--- src/rtl/switch_port_q_if.sv ---
// Link bundle for one switch port: ingress handshake, arbiter request/grant
// and egress packet. master = link/arbiter side, slave = switch_port_q.
interface switch_port_q_if #(
    parameter int NUM_PORTS = 4,
    parameter int DATA_W    = 8
);
    logic                 valid_in;
    logic                 in_ready;
    logic [NUM_PORTS-1:0] source_in;
    logic [NUM_PORTS-1:0] target_in;
    logic [DATA_W-1:0]    data_in;
    logic [NUM_PORTS-1:0] req_out;
    logic                 gnt_in;
    logic                 valid_out;
    logic [NUM_PORTS-1:0] source_out;
    logic [NUM_PORTS-1:0] target_out;
    logic [DATA_W-1:0]    data_out;

    modport master (
        output valid_in, source_in, target_in, data_in, gnt_in,
        input  in_ready, req_out, valid_out,
        input  source_out, target_out, data_out
    );

    modport slave (
        input  valid_in, source_in, target_in, data_in, gnt_in,
        output in_ready, req_out, valid_out,
        output source_out, target_out, data_out
    );
endinterface

--- src/rtl/switch_port_q.sv ---
// Switch port: ingress packet FIFO plus IDLE/ROUTE/ARB_WAIT/TRANSMIT FSM that
// requests egress ports from the central arbiter and emits each packet.
// Ports: clk, rst_n (async, active low), port (switch_port_q_if.slave:
//   ingress valid/ready/source/target/data, req/gnt, egress valid/src/tgt/data),
//   err_out (illegal/timed-out packet pulse), drop_cnt (saturating count of
//   packets refused while full), fifo_level (current occupancy).
// Optional: define ARB_TIMEOUT_EN to abandon a request after TIMEOUT cycles.
module switch_port_q #(
    parameter int NUM_PORTS = 4,
    parameter int DATA_W    = 8,
    parameter int DEPTH     = 4,
    parameter int CNT_W     = 8,
    parameter int TIMEOUT   = 16,
    localparam int LVL_W    = $clog2(DEPTH + 1)
) (
    input  logic             clk,
    input  logic             rst_n,
    switch_port_q_if.slave   port,
    output logic             err_out,
    output logic [CNT_W-1:0] drop_cnt,
    output logic [LVL_W-1:0] fifo_level
);

    localparam int PTR_W = $clog2(DEPTH);
    localparam int PKT_W = 2 * NUM_PORTS + DATA_W;

    localparam logic [1:0] S_IDLE     = 2'd0;
    localparam logic [1:0] S_ROUTE    = 2'd1;
    localparam logic [1:0] S_ARB_WAIT = 2'd2;
    localparam logic [1:0] S_TRANSMIT = 2'd3;

    if (DEPTH < 2 || (DEPTH & (DEPTH - 1)) != 0 || TIMEOUT < 1) begin : g_bad_cfg
        $error("switch_port_q: DEPTH must be a power of two >= 2, TIMEOUT >= 1");
    end

    logic [PKT_W-1:0]     mem [DEPTH];
    logic [PTR_W-1:0]     wr_ptr;
    logic [PTR_W-1:0]     rd_ptr;
    logic [LVL_W-1:0]     level_nxt;
    logic                 push;
    logic                 pop;
    logic                 illegal;
    logic [1:0]           state;
    logic [NUM_PORTS-1:0] pkt_src;
    logic [NUM_PORTS-1:0] pkt_tgt;
    logic [DATA_W-1:0]    pkt_data;

    // in_ready is a flop of the occupancy, so a full FIFO refuses a push
    // even in a cycle where the FSM pops.
    assign push = port.valid_in && port.in_ready;
    assign pop  = (state == S_IDLE) && (fifo_level != '0);

    assign illegal = (pkt_tgt == '0) || ((pkt_tgt & pkt_src) != '0);

    always_comb begin
        level_nxt = fifo_level;
        if (push && !pop) begin
            level_nxt = fifo_level + LVL_W'(1);
        end else if (!push && pop) begin
            level_nxt = fifo_level - LVL_W'(1);
        end
    end

    always_ff @(posedge clk) begin
        if (push) begin
            mem[wr_ptr] <= {port.source_in, port.target_in, port.data_in};
        end
    end

    // Pointers wrap naturally because DEPTH is a power of two.
    always_ff @(posedge clk or negedge rst_n) begin
        if (!rst_n) begin
            wr_ptr        <= '0;
            rd_ptr        <= '0;
            fifo_level    <= '0;
            port.in_ready <= 1'b1;
            drop_cnt      <= '0;
        end else begin
            if (push) begin
                wr_ptr <= wr_ptr + PTR_W'(1);
            end
            if (pop) begin
                rd_ptr <= rd_ptr + PTR_W'(1);
            end
            fifo_level    <= level_nxt;
            port.in_ready <= (level_nxt != LVL_W'(DEPTH));
            if (port.valid_in && !port.in_ready && drop_cnt != '1) begin
                drop_cnt <= drop_cnt + CNT_W'(1);
            end
        end
    end

`ifdef ARB_TIMEOUT_EN
    localparam int TO_W = $clog2(TIMEOUT + 1);
    logic [TO_W-1:0] wait_cnt;
`endif

    always_ff @(posedge clk or negedge rst_n) begin
        if (!rst_n) begin
            state           <= S_IDLE;
            pkt_src         <= '0;
            pkt_tgt         <= '0;
            pkt_data        <= '0;
            port.req_out    <= '0;
            port.valid_out  <= 1'b0;
            port.source_out <= '0;
            port.target_out <= '0;
            port.data_out   <= '0;
            err_out         <= 1'b0;
`ifdef ARB_TIMEOUT_EN
            wait_cnt        <= '0;
`endif
        end else begin
            port.valid_out <= 1'b0;
            err_out        <= 1'b0;
            case (state)
                S_IDLE: begin
                    if (pop) begin
                        {pkt_src, pkt_tgt, pkt_data} <= mem[rd_ptr];
                        state <= S_ROUTE;
                    end
                end
                S_ROUTE: begin
                    if (illegal) begin
                        err_out <= 1'b1;
                        state   <= S_IDLE;
                    end else begin
                        port.req_out <= pkt_tgt;
                        state        <= S_ARB_WAIT;
`ifdef ARB_TIMEOUT_EN
                        wait_cnt     <= '0;
`endif
                    end
                end
                S_ARB_WAIT: begin
                    // A grant beats a timeout landing in the same cycle.
                    if (port.gnt_in) begin
                        port.req_out    <= '0;
                        port.valid_out  <= 1'b1;
                        port.source_out <= pkt_src;
                        port.target_out <= pkt_tgt;
                        port.data_out   <= pkt_data;
                        state           <= S_TRANSMIT;
`ifdef ARB_TIMEOUT_EN
                    end else if (wait_cnt == TO_W'(TIMEOUT - 1)) begin
                        port.req_out <= '0;
                        err_out      <= 1'b1;
                        state        <= S_IDLE;
                    end else begin
                        wait_cnt <= wait_cnt + TO_W'(1);
`endif
                    end
                end
                S_TRANSMIT: begin
                    state <= S_IDLE;
                end
                default: begin
                    state <= S_IDLE;
                end
            endcase
        end
    end

endmodule

--- src/flat_wrapper.sv ---
// flat-port wrapper written by rule: the top's interface ports become plain ports
module switch_port_q_flat 
#(
    parameter int NUM_PORTS = 4,
    parameter int DATA_W    = 8,
    parameter int DEPTH     = 4,
    parameter int CNT_W     = 8,
    parameter int TIMEOUT   = 16,
    localparam int LVL_W    = $clog2(DEPTH + 1)
)
  (clk, rst_n, err_out, drop_cnt, fifo_level, port_valid_in, port_source_in, port_target_in, port_data_in, port_gnt_in, port_in_ready, port_req_out, port_valid_out, port_source_out, port_target_out, port_data_out);
  switch_port_q_if #(.NUM_PORTS(NUM_PORTS), .DATA_W(DATA_W)) port_i ();
  input  logic clk;
  input  logic rst_n;
  output logic err_out;
  output logic [CNT_W-1:0] drop_cnt;
  output logic [LVL_W-1:0] fifo_level;
  input wire logic [$bits(port_i.valid_in)-1:0] port_valid_in;
  input wire logic [$bits(port_i.source_in)-1:0] port_source_in;
  input wire logic [$bits(port_i.target_in)-1:0] port_target_in;
  input wire logic [$bits(port_i.data_in)-1:0] port_data_in;
  input wire logic [$bits(port_i.gnt_in)-1:0] port_gnt_in;
  output wire logic [$bits(port_i.in_ready)-1:0] port_in_ready;
  output wire logic [$bits(port_i.req_out)-1:0] port_req_out;
  output wire logic [$bits(port_i.valid_out)-1:0] port_valid_out;
  output wire logic [$bits(port_i.source_out)-1:0] port_source_out;
  output wire logic [$bits(port_i.target_out)-1:0] port_target_out;
  output wire logic [$bits(port_i.data_out)-1:0] port_data_out;
  assign port_i.valid_in = port_valid_in;
  assign port_i.source_in = port_source_in;
  assign port_i.target_in = port_target_in;
  assign port_i.data_in = port_data_in;
  assign port_i.gnt_in = port_gnt_in;
  assign port_in_ready = port_i.in_ready;
  assign port_req_out = port_i.req_out;
  assign port_valid_out = port_i.valid_out;
  assign port_source_out = port_i.source_out;
  assign port_target_out = port_i.target_out;
  assign port_data_out = port_i.data_out;
  switch_port_q #(.NUM_PORTS(NUM_PORTS), .DATA_W(DATA_W), .DEPTH(DEPTH), .CNT_W(CNT_W), .TIMEOUT(TIMEOUT)) u_core (.clk(clk), .rst_n(rst_n), .port(port_i), .err_out(err_out), .drop_cnt(drop_cnt), .fifo_level(fifo_level));
endmodule
--- config.mk ---
export PLATFORM = sky130hd
export DESIGN_NAME = switch_port_q_flat
export DESIGN_NICKNAME = d
export VERILOG_FILES = /design/src/rtl/switch_port_q_if.sv /design/src/rtl/switch_port_q.sv /design/src/flat_wrapper.sv
export SDC_FILE = /design/constraint.sdc
export NUM_CORES = 1
export LEC_CHECK = 0
export ABC_AREA = 1
export BUFFER_PORTS_ARGS = -buffer_cell sky130_fd_sc_hd__buf_2
export CAP_MARGIN = 20
export CORE_MARGIN = 3
export CORE_UTILIZATION = 42
export CTS_BUF_LIST = sky130_fd_sc_hd__clkbuf_8
export CTS_CLUSTER_DIAMETER = 200
export DETAILED_ROUTE_END_ITERATION = 7
export PLACE_DENSITY = 0.64
export SKIP_LAST_GASP = 1
export SLEW_MARGIN = 25
export SYNTH_ARGS = -nofsm -noshare
export SYNTH_HDL_FRONTEND = slang
export SYNTH_SLANG_ARGS = --single-unit
export TNS_END_PERCENT = 20
--- constraint.sdc ---
create_clock -name clk -period 3.06 [get_ports clk]
set_input_delay 0.306 -clock clk [delete_from_list [all_inputs] [get_ports clk]]
set_output_delay 0.306 -clock clk [all_outputs]
set_load 0.005 [all_outputs]
==> results.md, run 1 <==
STA:
- The total negative setup slack is 0 ns.
- The final period demand of the worst path is 1.62 ns.
- Setup repair after global routing left no endpoint under its margin.
- Based on the critical path, the design can be clocked at up to 617 MHz.
- Between clock sinks in the finished design, the worst skew comes to 0.00560 ns.
- The worst-case headroom to the max-slew limit is 39.5%.
- The number of failing hold endpoints at the final stage is 0.
- At the pin with the least slew margin, the transition time is 0.907 ns.
- The post-route fraction of the period consumed by the critical path is 53.0%.
- The number of pins with negative max-slew slack in the final report is 0.
- Setup violations remaining at the end of the flow were counted as 0.

Placed design:
- In this run, placement finished with an instance count of 641.
- The number of port buffers is 53.
- Once detailed placement completed, the half-perimeter wirelength came to 5.96 mm.
- Routability-driven placement finished with a final weighted congestion of 0.780.

Pwr:
- The power per cell area is 1010 nW/um^2.
- Summed over all cells, the static leakage comes to 0.00255 uW.
- The worst-case IR drop observed on VDD is 0.484 mV.

Route:
- The routed via count is 3,219.
- For this run, design rule violations remaining after detail routing come to 0.
- The overall routed net length is 9.30 mm.
- The antenna violation net count after detailed routing is 0.
- The wire length per cell after detailed routing is 13.8 microns.
- For this run, the detailed router's first-pass iteration total came to 4.
- Using the TritonRoute via totals, the vias-per-cell ratio works out to 4.78.
- The first routing iteration left 177 violations.

GRT:
- Entering global routing, the biggest net connects 40 pins.
- The global-route wire length before repair is 15.6 mm.
- The overall overflow remaining after global route is 0.
- The global-route usage over all layers is 15.4%.
- The initial antenna violation count is 0.
- The number of global-route vias before repair came to 3,177.

Critical path:
- The reg-to-reg endpoint is u_core.pkt_src[1].
- The minimum setup slack among reg-to-reg paths is 1.44 ns.
- The cell depth of the worst flop-to-flop path is 7.
- The startpoint identified for the worst register-to-register timing path is u_core.fifo_level[0].
- The family with the most delay on the worst path is buffers and inverters.
- Along the worst path, the maximum fanout reaches 33.
- The critical path's largest stage delay is 0.39 ns.
- The data required time of the worst path is 3.39 ns.
- Counting stages on the worst path, the most repeated cell is nand2_1.
- The slowest stage of the critical path is the dfrtp_1 cell.
- STA puts the critical path data arrival time at 1.95 ns.
- The type of element capturing the critical path is a register.
- The worst path buffer plus inverter count is 2.
- The kind of critical path is register to register.
- The critical path goes through inv_1 > ha_1 > nand2_1 > nand2_4 > inv_2 > nand2_1 > o21ai_0.
- The type of element launching the critical path is a register.

Logic synthesis:
- In this run the cell area of the synthesized design comes to 4970 sq um.
- After technology mapping, the gate count stands at 456.
- The count of state elements after synthesis is 120.
- The synthesis warning total is 0.
- The register area share after synthesis is 66.9%.
- The number of distinct library cells after synthesis is 27.
- After synthesis, the mean cell area works out to 10.9 sq um.
- The number of nets handed over by synthesis was 484.

Final layout:
- Once layout is complete, the cells apart from fillers number 673.
- In the final layout, the share of cells above drive strength 1 is 20.2%.
- After the last flow step, the layout net total stands at 545.
- The antenna diode count is 0.
- The synthesis-to-finish area growth is 15.6%.

Clock tree:
- Gates resized during post-CTS repair numbered 0.
- The clock latency at the later pin of the worst-skew pair is 0.42 ns.
- The number of buffers created by CTS is 17.
- In this run the number of H-tree levels came out at 4.
- The worst-case clock buffer depth is 2.
- The clock-pin slew on the worst setup and hold paths is 0.07 ns.
- The CTS tree is built.
- The number of buffers inserted by post-CTS setup repair is 0.
- In this run, post-CTS hold repair placed 0 buffers.
- The clock net in this run drives a total of 120 sinks.
- The buffer type at the clock tree root is clkbuf_8.

Hold path:
- The min-delay analysis places its worst path in the category input pin to asynchronous set/reset pin.

Floorplan:
- The starting density of the core is 43.3%.
- The number of ports placed on the die boundary is 54.
- The die outline area is 13,200 sq um.
- From bottom edge to top edge, the die measures 115 microns.
- The width of the chip is 115 microns.
- The site row count is 39.
- The core region is 11,500 sq um.

Outcome:
- The flow ran to the end, and the final reports show no timing, DRC or antenna violations.

Run:
- Max-cap violations in this run came to 0.
-- power by group --
group          switching [uW]  internal, uW
clock network             604           875
registers                 313          2230
logic                    1130           647
-- cells by family (layout without fill, tap and decap cells) --
logic type	after synthesis	count (layout)	synth area share, %
xor gates and xnor gates	8	8	1.41
adders and majority gates	8	8	2.02
AOI/OAI and AO/OA	88	88	8.99
buffers and inverters	59	133	5.84
and+or+nand+nor	173	173	14.8
DFF	120	120	66.9
-- worst max path at each step --
| stage | start | endpoint | slack (ns) | depth (start not counted) |
|---|---|---|---|---|
| 4_1_cts | u_core.rd_ptr[1] | u_core.pkt_src[0] | 1.34 | 4 |
| 2_1_floorplan | u_core.port.in_ready | u_core.mem[0][0] | 1.25 | 2 |
| 6_report | u_core.fifo_level[0] | u_core.pkt_src[1] | 1.44 | 7 |
| 3_3_place_gp | u_core.rd_ptr[1] | u_core.pkt_tgt[1] | 1.45 | 5 |
| 5_1_grt | u_core.fifo_level[0] | u_core.pkt_src[0] | 1.25 | 6 |
| 3_5_place_dp | u_core.rd_ptr[1] | u_core.pkt_src[0] | 1.36 | 4 |
-- state kept, by name, summed over array words and instances (netlist names), named ones only --
| name | cells |
|---|---|
| u_core.mem | 64 |
| u_core.drop_cnt | 8 |
| u_core.pkt_data | 8 |
| u_core.port.data_out | 8 |
| u_core.pkt_src | 4 |
| u_core.pkt_tgt | 4 |
| u_core.port.req_out | 4 |
| u_core.port.source_out | 4 |
| u_core.port.target_out | 4 |
| u_core.fifo_level | 3 |
| u_core.rd_ptr | 2 |
| u_core.wr_ptr | 2 |
| u_core.err_out | 1 |
| u_core.port.in_ready | 1 |
| u_core.port.valid_out | 1 |
| u_core.state | 1 |
-- area by class of cell --
class / count / area (sq um)
Fill cell: 1033 / 5720
Sequential cell: 120 / 3330
Multi-Input combinational cell: 277 / 1350
Timing Repair Buffer: 59 / 310
Clock buffer: 17 / 234
Clock inverter: 15 / 185
Tap cell: 143 / 179
Inverter: 42 / 158
-- cell usage after synthesis, drive strengths merged --
library cell,count,share of area [%]
nand2,89,7.4
o21ai,85,8.6
nor2,67,5.4
edfxtp,64,39
dfrtp,55,28
inv,42,3.2
buf,16,2.6
nand3,14,1.6
ha,8,2.0
xor2,7,1.2
a21oi,2,0.28
nand4,2,0.25
a21boi,1,0.15
clkbuf,1,0.10
dfstp,1,0.53
nand3b,1,0.15
xnor2,1,0.18
-- layout by cell type, fill, tap and decap left out, types with 2 or more instances in the layout --
cell / instances
nand2_1: 82
o21ai_0: 66
nor2_1: 64
edfxtp_1: 64
dfrtp_1: 54
buf_2: 53
inv_1: 39
o21ai_1: 19
clkbuf_8: 17
nand3_1: 12
ha_1: 8
xor2_1: 7
buf_4: 6
inv_2: 5
nand2_2: 4
bufinv_16: 4
nand2_4: 3
clkinvlp_4: 3
nand3_2: 2
nor2_4: 2
nand4_1: 2
clkinv_2: 2
clkinv_1: 2
-- worst register-to-register path, stage by stage (launching register included) --
cell and delay, ns:
dfrtp_1 0.39, inv_1 0.09, ha_1 0.19, nand2_1 0.15
nand2_4 0.11, inv_2 0.39, nand2_1 0.12, o21ai_0 0.10
-- stage by stage --
stage               total power [uW]  worst slack [ns]  utilization [%]  hold WS [ns]  instance area, sq um
finish                          5800              1.44             50.1        0.0150                  5740
global route                    6310              1.25             50.1        0.0569                  5740
CTS                             5900              1.34             50.1        0.0154                  5740
detailed placement              4390              1.36             46.4         0.475                  5320
global placement                4320              1.45             46.4         0.468                  5320
floorplan                       3860              1.25                -        0.0104                  4970
-- layer usage --
layer	wire (microns)	track usage (%)
met1	4380	20.1
met3	422	4.84
met4	123	6.03
met2	4380	24.1
met5	0	0
No activity file was read; power rests on OpenSTA's default activity.
==> run 2: changes to the inputs <==
- ABC_AREA: 1 -> 0
- clock period: 3.06 -> 1.5 ns (I/O delays scaled with it)
==> run 2 against run 1 <==
  * Clock skew increased by 0.0022 ns
  * Hold slack better by 0.15 ns
  * Register-to-register slack got worse by 1.5 ns
  * The run now ends with negative setup slack left
  * Clock power rose by 110%
  * Via count is 16% lower
  * Die area shrank 3.2%
  * Count of clock-buffer cells in the layout did not move
  * Sequential share of layout area fell by 4.5 points
  * Total power is 120% higher
  * Combinational power increased to 2.6 times the previous value
  * Synthesized cell count fell by 38%
  * Synthesized area shrank 3.4%
==> results.md, run 2 <==
Outcome:
- The run finished, with violations left.
- The checks that failed: negative setup slack.

Placed design:
- The number of port buffers came to 53 (unchanged).
- The weighted congestion at the end of routability-driven global placement is 0.778 (-0.28%).
- The HPWL after detailed placement came to 5.78 mm (-3.0%).
- The instance area at placement is 5530 sq um (+3.8%).

Final layout:
- The proportion of layout cells with a drive suffix above 1 is 42.0% (+22 points).
- The area used by sequential logic in the layout is 3330 sq um (about the same).
- The final-layout fill cell count is 863 (-16%).
- The most common library cell in the layout ignoring fill and taps is edfxtp_1.
- The number of flip-flops in the largest register is 64 (unchanged).
- The area occupied by multi-input gates is 1450 sq um (+6.8%).
- The library cells used most frequently in the layout, excluding fill and tap cells, are 64 x edfxtp_1, 53 x dfrtp_1, 53 x buf_2.
- The antenna diode count was 0 (unchanged).
- The synthesis-to-finish area growth is 29.8%.
- The number of nets in the finished design was 427 (-22%).
- The register with the most flip-flops in the final layout is u_core.mem.
- The total non-filler cell area in the finished layout is 6230 sq um (+8.4%).

STA:
- The number of pins with negative max-slew slack in the final report came to 0 (unchanged).
- Setup repair after global routing could not meet its margin everywhere.
- The number of failing hold endpoints at the final stage is 0 (unchanged).
- The post-route fraction of the period consumed by the critical path came to 102% (+49 points).
- The maximum frequency from static timing analysis is 651 MHz (+5.6%).
- The worst-case headroom to the max-slew limit is 75.4% (+36 points).
- The post-route clock skew is 0.00785 ns (+0.00224 ns).
- The final period demand of the worst path is 1.54 ns (-0.0859 ns).
- The total negative setup slack is -0.167 ns (-0.167 ns).
- The slew of the pin with the lowest slew margin is 0.369 ns (-0.538 ns).
- The final worst setup slack is -0.0358 ns (-1.47 ns).
- The count of endpoints failing setup in the final report was 8 (+8).

Logic synthesis:
- The synthesis warning total is 0 (unchanged).
- The most numerous cell in the Yosys netlist is edfxtp_1.
- The count of state elements after synthesis came to 120 (unchanged).
- The async set-reset flop share out of synthesis is 46.7% (unchanged).
- The post-synthesis instance area is 4800 sq um (-3.4%).
- Yosys attributes the largest share of cell area to edfxtp_1 40%, dfrtp_1 29%, mux4_1 4.4%.
- The leading register cell type out of synthesis is edfxtp_1.
- The number of enable-type register cells in the synthesized netlist is 64 (unchanged).
- The number of distinct library cells after synthesis is 40 (+48%).
- The net count after synthesis is 312 (-36%).
- The mean instance size in the synthesized netlist was 16.9 sq um (+55%).
- The cell accounting for the most synthesized area is edfxtp_1.
- The commonest cells after synthesis are 64 x edfxtp_1, 55 x dfrtp_1, 38 x nand2_1.
- The number of cells produced by synthesis is 284 (-38%).
- The register area share after synthesis was 69.3% (+2.4 points).
- The area share of the largest cell type after synthesis is 40.1% (+1.4 points).

GRT:
- The initial antenna violation count is 0 (unchanged).
- The overall overflow remaining after global route is 0 (unchanged).
- The global-route wire length before repair was 14.9 mm (-4.3%).
- The global-route usage over all layers is 15.3% (-0.088 points).
- The pin count of the biggest net entering global routing was 23 (-43%).
- The number of global-route vias before repair is 2,911 (-8.4%).

Pwr:
- The total internal power came to 9020 uW (+140%).
- The peak ir drop on the vdd network was 0.944 mV (+95%).
- The switching share of power was 29.9% (-5.3 points).
- The share of total power in combinational logic is 35.9% (+5.3 points).
- The leakage dissipation is 0.00266 uW (+4.3%).
- The switching power is 3850 uW (+88%).
- The clock share of power is 24.4% (-1.1 points).
- The fraction of power consumed by sequential logic is 39.7% (-4.2 points).
- The power per cell area is 2070 nW/um^2 (+100%).

Critical path:
- The worst setup path is captured at a register.
- The library cell contributing the largest single delay on the critical path is mux4_1.
- The arrival time reported for the critical path endpoint is 1.85 ns (-0.10 ns).
- The endpoint identified for the worst register-to-register timing path is u_core.pkt_data[3].
- The termination of the worst setup path is u_core.pkt_data[3].
- The type of element launching the critical path is a register.
- The worst path buffer plus inverter count is 1 (-1).
- The worst setup path startpoint is u_core.rd_ptr[0].
- The family with the most delay on the worst path is multiplexers.
- The critical-path maximum fanout came to 6 (-82%).
- The minimum setup slack among reg-to-reg paths was -0.04 ns (-1.47 ns).
- The critical path goes through buf_6 > mux4_1 > mux2_2.
- The critical path's largest stage delay came to 0.53 ns (+0.14 ns).
- The startpoint identified for the worst register-to-register timing path is u_core.rd_ptr[0].
- The number of logic stages on the critical path including buffering is 3 (-4).
- The cell depth of the worst flop-to-flop path is 3 (-4).
- The data required time of the worst path is 1.81 ns (-1.58 ns).
- The kind of critical path is register to register.

Clock tree:
- The worst-case clock buffer depth is 2 (unchanged).
- The number of sinks on the clock net is 120 (unchanged).
- The number of buffers created by CTS is 17 (unchanged).
- The clock-pin slew on the worst setup and hold paths is 0.08 ns (about the same).
- The number of H-tree branching levels came to 4 (unchanged).
- The CTS tree is built.
- The buffer type at the clock tree root is clkbuf_8.
- The clock latency at the later pin of the worst-skew pair is 0.42 ns (about the same).

Route:
- The vias per cell is 4.92 (+2.9%).
- The antenna violation net count after detailed routing is 0 (unchanged).
- The overall routed net length was 8.82 mm (-5.1%).
- The number of design rule violations left after detail routing is 0 (unchanged).
- The first-pass iteration count of the detailed router is 4 (unchanged).
- The wire length per cell after detailed routing is 16.0 microns (+16%).
- The routed via count was 2,716 (-16%).
- The initial detailed-routing violation count is 170 (-4.0%).

Hold path:
- The worst hold path class is input pin to asynchronous set/reset pin.

Floorplan:
- The site row count came to 38 (-2.6%).
- The die outline area is 12,700 sq um (-3.2%).
- The starting density of the core is 43.7% (+0.37 points).
- The placeable core area is 11,000 sq um (-4.2%).
- The y dimension of the die is 113 microns (-1.6%).
- The width of the chip was 113 microns (-1.6%).
- The number of ports placed on the die boundary is 54 (unchanged).

Run:
- The number of max-cap violations is 0 (unchanged).
-- run 2: changes by cell type after synthesis, moves of 18 or more --
cell,delta
mux2_2,+18
nand2_1,-44
inv_1,-32
nor2_1,-58
o21ai_1,-19
o21ai_0,-64
-- run 2: what timing repair did --
| item | in CTS | in global routing |
|---|---|---|
| setup endpoints to repair | 14 | 28 |
| buffers inserted | 0 | 2 |
| endpoints found under the hold margin | 105 | 0 |
| pin swaps | 1 | 5 |
| gates cloned | 1 | 0 |
| resized for setup | 12 | 11 |
| hold buffers | 17 | 0 |
-- run 2: worst min path at each step --
stage / end / from / cells after the start / slack, ns
final: u_core.port.source_out[2] / rst_n / 2 / 0.17
after global routing: u_core.port.source_out[2] / rst_n / 2 / 0.17
after CTS: u_core.port.source_out[2] / rst_n / 2 / 0.15
after detailed placement: u_core.port.source_out[3] / rst_n / 1 / 0.08
after global placement: u_core.port.source_out[2] / rst_n / 1 / 0.08
after floorplan: asynchronous set/reset pin / rst_n / 0 / -0.15
-- run 2: cell type report --
class                           count  share of cell area [%]
Clock buffer                       17                    3.76
Clock inverter                     15                    3.19
Inverter                            6                   0.402
Multi-Input combinational cell    151                    23.2
Sequential cell                   120                    53.4
Tap cell                          140                    2.81
Timing Repair Buffer              103                    13.2
-- run 2: power by group through the flow --
stage	Combinational [uW]	Sequential, uW	Clock, uW
after floorplan	2660	5080	0
after global placement	4180	5090	0
after detailed placement	4290	5120	0
after CTS	4490	5100	3200
after global routing	5090	5230	3370
final	4620	5110	3140
-- run 2: per-layer routing --
metal  part of all wire, %  GRT usage (%)  wire length (microns)
met1                    45           20.4                   3990
met2                    49           23.6                   4300
met3                   5.2           4.65                    460
met4                  0.83           6.01                     73
met5                     0              0                      0
-- run 2: cell families (layout without fill, tap and decap cells) --
group                    Yosys count  after routing  synth area share [%]
AO/OA/AOI/OAI                     11             11                  1.56
XOR/XNOR                          11             11                  2.01
adder cells (fa/ha/maj)            8              8                  2.09
buffers and inverters             13            141                  1.72
flip-flops                       120            120                  69.3
multiplexers                      46             46                  15.7
AND/OR/NAND/NOR                   75             75                  7.64
-- run 2: through the flow --
stage	setup slack [ns]	power [uW]	hold WS, ns	instances	utilization (%)
after floorplan	-0.0519	7740	-0.146	284	-
after global placement	0.0105	9270	0.0815	500	50.3
after detailed placement	-0.0514	9410	0.0820	500	50.3
after CTS	-0.0507	12800	0.154	550	56.0
after global routing	-0.0948	13700	0.173	552	56.7
final	-0.0358	12900	0.168	552	56.7
